## src/rtl/tdm_demux_1to4.sv

```systemverilog
// tdm_demux_1to4: recovers four channels (a,b,c,d) from a time-multiplexed
// sample stream framed by a start-of-frame marker on the channel-a slot.
// A frame is collected in shadow registers and presented on ch_a..ch_d in
// one step, so a partial frame never reaches the outputs.
module tdm_demux_1to4 #(
    parameter int WIDTH = 8
) (
    input  logic             clk,
    input  logic             rst,
    input  logic [WIDTH-1:0] din,
    input  logic             din_valid,
    input  logic             din_sof,
    output logic [WIDTH-1:0] ch_a,
    output logic [WIDTH-1:0] ch_b,
    output logic [WIDTH-1:0] ch_c,
    output logic [WIDTH-1:0] ch_d,
    output logic             out_valid,
    output logic [1:0]       sel,
    output logic             locked,
    output logic             frame_err,
    output logic [7:0]       frame_cnt
);

    typedef enum logic {
        HUNT   = 1'b0,
        LOCKED = 1'b1
    } state_t;

    state_t                     state_q, state_d;
    logic [1:0]                 sel_q, sel_d;
    logic [2:0][WIDTH-1:0]      shadow_q, shadow_d;
    logic [3:0][WIDTH-1:0]      ch_q, ch_d_nx;
    logic                       out_valid_q, out_valid_d;
    logic                       frame_err_q, frame_err_d;
    logic [7:0]                 frame_cnt_q, frame_cnt_d;

    // Next-state and next-output decode for one accepted sample.
    // NOTE: every signal gets a default first so no path leaves a value
    // unassigned; otherwise synthesis infers a latch.
    always_comb begin
        state_d     = state_q;
        sel_d       = sel_q;
        shadow_d    = shadow_q;
        ch_d_nx     = ch_q;
        frame_cnt_d = frame_cnt_q;
        out_valid_d = 1'b0;
        frame_err_d = 1'b0;

        if (din_valid) begin
            unique case (state_q)
                HUNT: begin
                    // Unsynchronised samples are dropped silently.
                    if (din_sof) begin
                        shadow_d[0] = din;
                        sel_d       = 2'd1;
                        state_d     = LOCKED;
                    end
                end
                LOCKED: begin
                    if (sel_q == 2'd0) begin
                        if (din_sof) begin
                            shadow_d[0] = din;
                            sel_d       = 2'd1;
                        end else begin
                            // Missing sync: drop sample and go back to hunting.
                            frame_err_d = 1'b1;
                            sel_d       = 2'd0;
                            state_d     = HUNT;
                        end
                    end else if (din_sof) begin
                        // Early sync: abandon the partial frame, restart on this one.
                        frame_err_d = 1'b1;
                        shadow_d[0] = din;
                        sel_d       = 2'd1;
                    end else begin
                        unique case (sel_q)
                            2'd1: shadow_d[1] = din;
                            2'd2: shadow_d[2] = din;
                            default: begin
                                // Slot d completes the frame; publish all four at once.
                                ch_d_nx[0]  = shadow_q[0];
                                ch_d_nx[1]  = shadow_q[1];
                                ch_d_nx[2]  = shadow_q[2];
                                ch_d_nx[3]  = din;
                                out_valid_d = 1'b1;
                                frame_cnt_d = frame_cnt_q + 8'd1;
                            end
                        endcase
                        sel_d = sel_q + 2'd1;
                    end
                end
                default: begin
                    state_d = HUNT;
                    sel_d   = 2'd0;
                end
            endcase
        end
    end

    // State and output registers with synchronous reset taking priority.
    // NOTE: sequential state uses non-blocking assignments so every register
    // samples the pre-edge values regardless of statement order.
    always_ff @(posedge clk) begin
        if (rst) begin
            // NOTE: the shadow array is only three words, so it is reset like
            // any other register; that also keeps stale data from leaking out.
            state_q     <= HUNT;
            sel_q       <= 2'd0;
            shadow_q    <= '0;
            ch_q        <= '0;
            out_valid_q <= 1'b0;
            frame_err_q <= 1'b0;
            frame_cnt_q <= 8'd0;
        end else begin
            state_q     <= state_d;
            sel_q       <= sel_d;
            shadow_q    <= shadow_d;
            ch_q        <= ch_d_nx;
            out_valid_q <= out_valid_d;
            frame_err_q <= frame_err_d;
            frame_cnt_q <= frame_cnt_d;
        end
    end

    assign ch_a      = ch_q[0];
    assign ch_b      = ch_q[1];
    assign ch_c      = ch_q[2];
    assign ch_d      = ch_q[3];
    assign out_valid = out_valid_q;
    assign frame_err = frame_err_q;
    assign frame_cnt = frame_cnt_q;
    assign sel       = sel_q;
    assign locked    = (state_q == LOCKED);

endmodule

```

## config.mk

```make
export PLATFORM = sky130hd
export DESIGN_NAME = tdm_demux_1to4
export DESIGN_NICKNAME = d
export VERILOG_FILES = /design/src/rtl/tdm_demux_1to4.sv
export SDC_FILE = /design/constraint.sdc
export NUM_CORES = 1
export LEC_CHECK = 0
export CAP_MARGIN = 20
export CORE_MARGIN = 2
export CORE_UTILIZATION = 30
export CTS_CLUSTER_SIZE = 28
export DETAILED_ROUTE_END_ITERATION = 8
export HOLD_SLACK_MARGIN = 0.06
export SYNTH_ARGS = -nofsm -noshare
export SYNTH_HDL_FRONTEND = slang
export SYNTH_SLANG_ARGS = --single-unit
```

## constraint.sdc

```tcl
create_clock -name clk -period 2.71 [get_ports clk]
set_input_delay 0.813 -clock clk [delete_from_list [all_inputs] [get_ports clk]]
set_output_delay 0.813 -clock clk [all_outputs]
set_load 0.05 [all_outputs]
```

==> results.md <==
* Number of global-route vias before repair at 2124
* Critical-path maximum fanout at 5
* Startpoint types: register
* Post-Syn Area per Cell at 8.18 µm²
* Die Y-Extent at 97.1 µm
* # port buffers at 56
* Area occupied by multi-input gates at 1100 µm²
* Final hold vios at 0
* Hold path cells at 2
* Final Non-Filler Cells at about 480
* Drt total wl at 6170 µm
* Gate Count Post-Synth at 318
* Most frequent cells in the layout: nand2_1, dfxtp_1, a21oi_1
* Initial Util at 31.4%
* Seq/Total Area, Yosys at 53.1%
* Reg clk slew, reported paths at 0.07 ns
* Hold Path Class: register to register
* Critical-path cell list: clkdlybuf4s50_1
* Setup violators final at 0
* Asr flop ratio synth at 0%
* Synth Flop Type: dfxtp_1
* Placed cell count at 465
* CTS tree: done
* Ports at 57
* Site Rows at 33
* YS warnings at 0
* Crit. End Element: primary output
* CTS buffer count at 9
* Largest net degree at the start of global routing at 37
* Post-DP HPWL at roughly 4300 µm
* Pwr/cell area at between 500 and 600 nW/µm²
* Nets at 390
* Diode count at 0
* Netlist cell types at 27
* Fin Clk Skew at 0.00755 ns
* Worst Reg-to-Reg Cells at 7
* Worst-Margin Slew at between 0.5 and 0.6 ns
* P_leak at ~1.2 nW
* Mapped Area at about 2600 µm²
* Longest Clk Path Bufs at 2
* Sequential Area at 1380 µm²
* Wire length of the first global-routing pass at 10200 µm
* Most common cell after layout, fill and taps aside: nand2_1
* Layout filler cell count at around 840
* TritonRoute pass-1 iters at 4
* Max transition margin at 65.9%
* Syn_nets at between 300 and 400
* F_max at 0.406 GHz
* Worst Path Buf+Inv at 1
* Critical Path RT at ~1.9 ns
* Fin crit share at approximately nine tenths
* Clock sinks at 69
* Post-CTS Resized at 0
* GRT overflow at 0
* Area Growth Syn to Fin at 32.8%
* WP data arrival at 1.65 ns
* Die width at 97.1 µm
* Drt drc at 0
* Share of cells above drive strength 1 at 6.42%
* CP delay by family, top: buffers and inverters
* Final Slew Violations at 0
* Clock latency on the worst-skew pair at 0.35 ns
* DR iter-0 viols at 79
* Synth top area share at 53.1%
* Leading area contributor after synthesis: dfxtp_1
* Outcome: completed
* Slowest stage delay, CP at roughly 0.85 ns
* Slowest CP cell: clkdlybuf4s50_1
* Worst path depth at 1
* Synth top area cells: dfxtp_1, nand2_1, a21oi_1
* Pre-CTS setup slack at around 0.29 ns
* Type of the worst setup path: register to primary output
* RSZ-0062 raised after global routing: no
* Peak VDD IR at roughly 220 µV
* EDFF count, synth at 0
* Via count at about 2200
* DIE AREA at 9440 µm²
* Post-Route Setup TNS at 0 ns
* Max-cap violations at 0
* CTS Hold Buffers Added at 0
* Initial antenna violation count at 0
* Number of routed nets with antenna violations at 0
* Post-CTS Setup Repair Bufs at 0
* Vias per cell at 4.61
* Total track usage at between 10% and 20%
* Root Buffer: clkbuf_8
* Synth Register Bits at 69
* H-tree levels at 3
* WL/cell at 12.9 µm
* Worst Setup Slack, final at 0.248 ns
* Gpl congestion at 0.740
* Tmin final at 2.46 ns
* Core area at 8300 µm²
-- logic make-up after synthesis --
kind of cell               after synthesis  share of synthesized area (%)
AOI/OAI and AO/OA                       71                           14.5
adders and majority gates                7                           3.37
xor gates and xnor gates                 1                          0.337
muxes                                    1                          0.433
DFF                                     69                           53.1
buffers and inverters                   26                           4.57
and+or+nand+nor                        143                           23.7
-- Yosys cell counts, types with 3 or more instances --
library cell	number
or4_1	4
nand2_1	119
dfxtp_1	69
inv_1	5
ha_1	7
buf_2	8
nor2_1	4
nand4_1	4
clkbuf_1	9
buf_4	3
o31ai_1	4
a21oi_1	63
-- where the power goes --
| group | internal, mW | switching (mW) | total (mW) |
|---|---|---|---|
| logic | 0.0329 | 0.0566 | 0.0894 |
| clock network | 0.504 | 0.370 | 0.874 |
| registers | 1.02 | 0.00525 | 1.03 |
-- per-stage QoR --
stage	cell area, µm²	hold WS [ns]	utilization (%)	total power, mW
3_5_place_dp	3250	0.446	39.2	1.14
2_1_floorplan	2600	0.432	-	1.10
4_1_cts	3460	0.455	41.6	2.02
6_report	3460	0.455	41.6	1.99
5_1_grt	3460	0.476	41.6	2.07
3_3_place_gp	3250	0.437	39.2	1.14
-- flip-flops by register name, indices dropped and copies added (netlist names), 2 cells and up --
name       count
frame_cnt      8
ch_d           8
ch_a           8
ch_c           8
sel            2
shadow_q      24
ch_b           8
-- area by class of cell --
class / count / area share [%]
well taps: 105 / 3.80
repair buffers: 63 / 18.0
inverters: 5 / 0.543
clock buffers: 9 / 3.58
multi-input cells: 223 / 31.9
clock inverters: 5 / 2.24
flip-flops and latches: 69 / 40.0
-- per-layer routing --
metal  routed length (µm)  track usage (%)
met1                 3000             17.1
met5                    0                0
met3                  257             4.46
met2                 2810             20.7
met4                  106             6.18
-- worst paths after layout --
check	startpoint	end	slack [ns]
min	shadow_q[10]$_SDFFE_PP0P_	ch_b[2]$_SDFFE_PP0P_	0.46
min reg2reg	shadow_q[10]$_SDFFE_PP0P_	ch_b[2]$_SDFFE_PP0P_	0.46
max reg2reg	sel[0]$_SDFFE_PP0P_	shadow_q[14]$_SDFFE_PP0P_	0.95
max	frame_cnt[0]$_SDFFE_PP0P_	frame_cnt[0]	0.25
-- worst reg2reg max path, stage by stage (launching register included) --
cell and delay (ns):
dfxtp_1 0.44, inv_1 0.09, ha_1 0.25, inv_1 0.07, ha_1 0.18, nand4_1 0.35, nand2_1 0.18, a21oi_1 0.08
(Power assumes the default switching activity.)
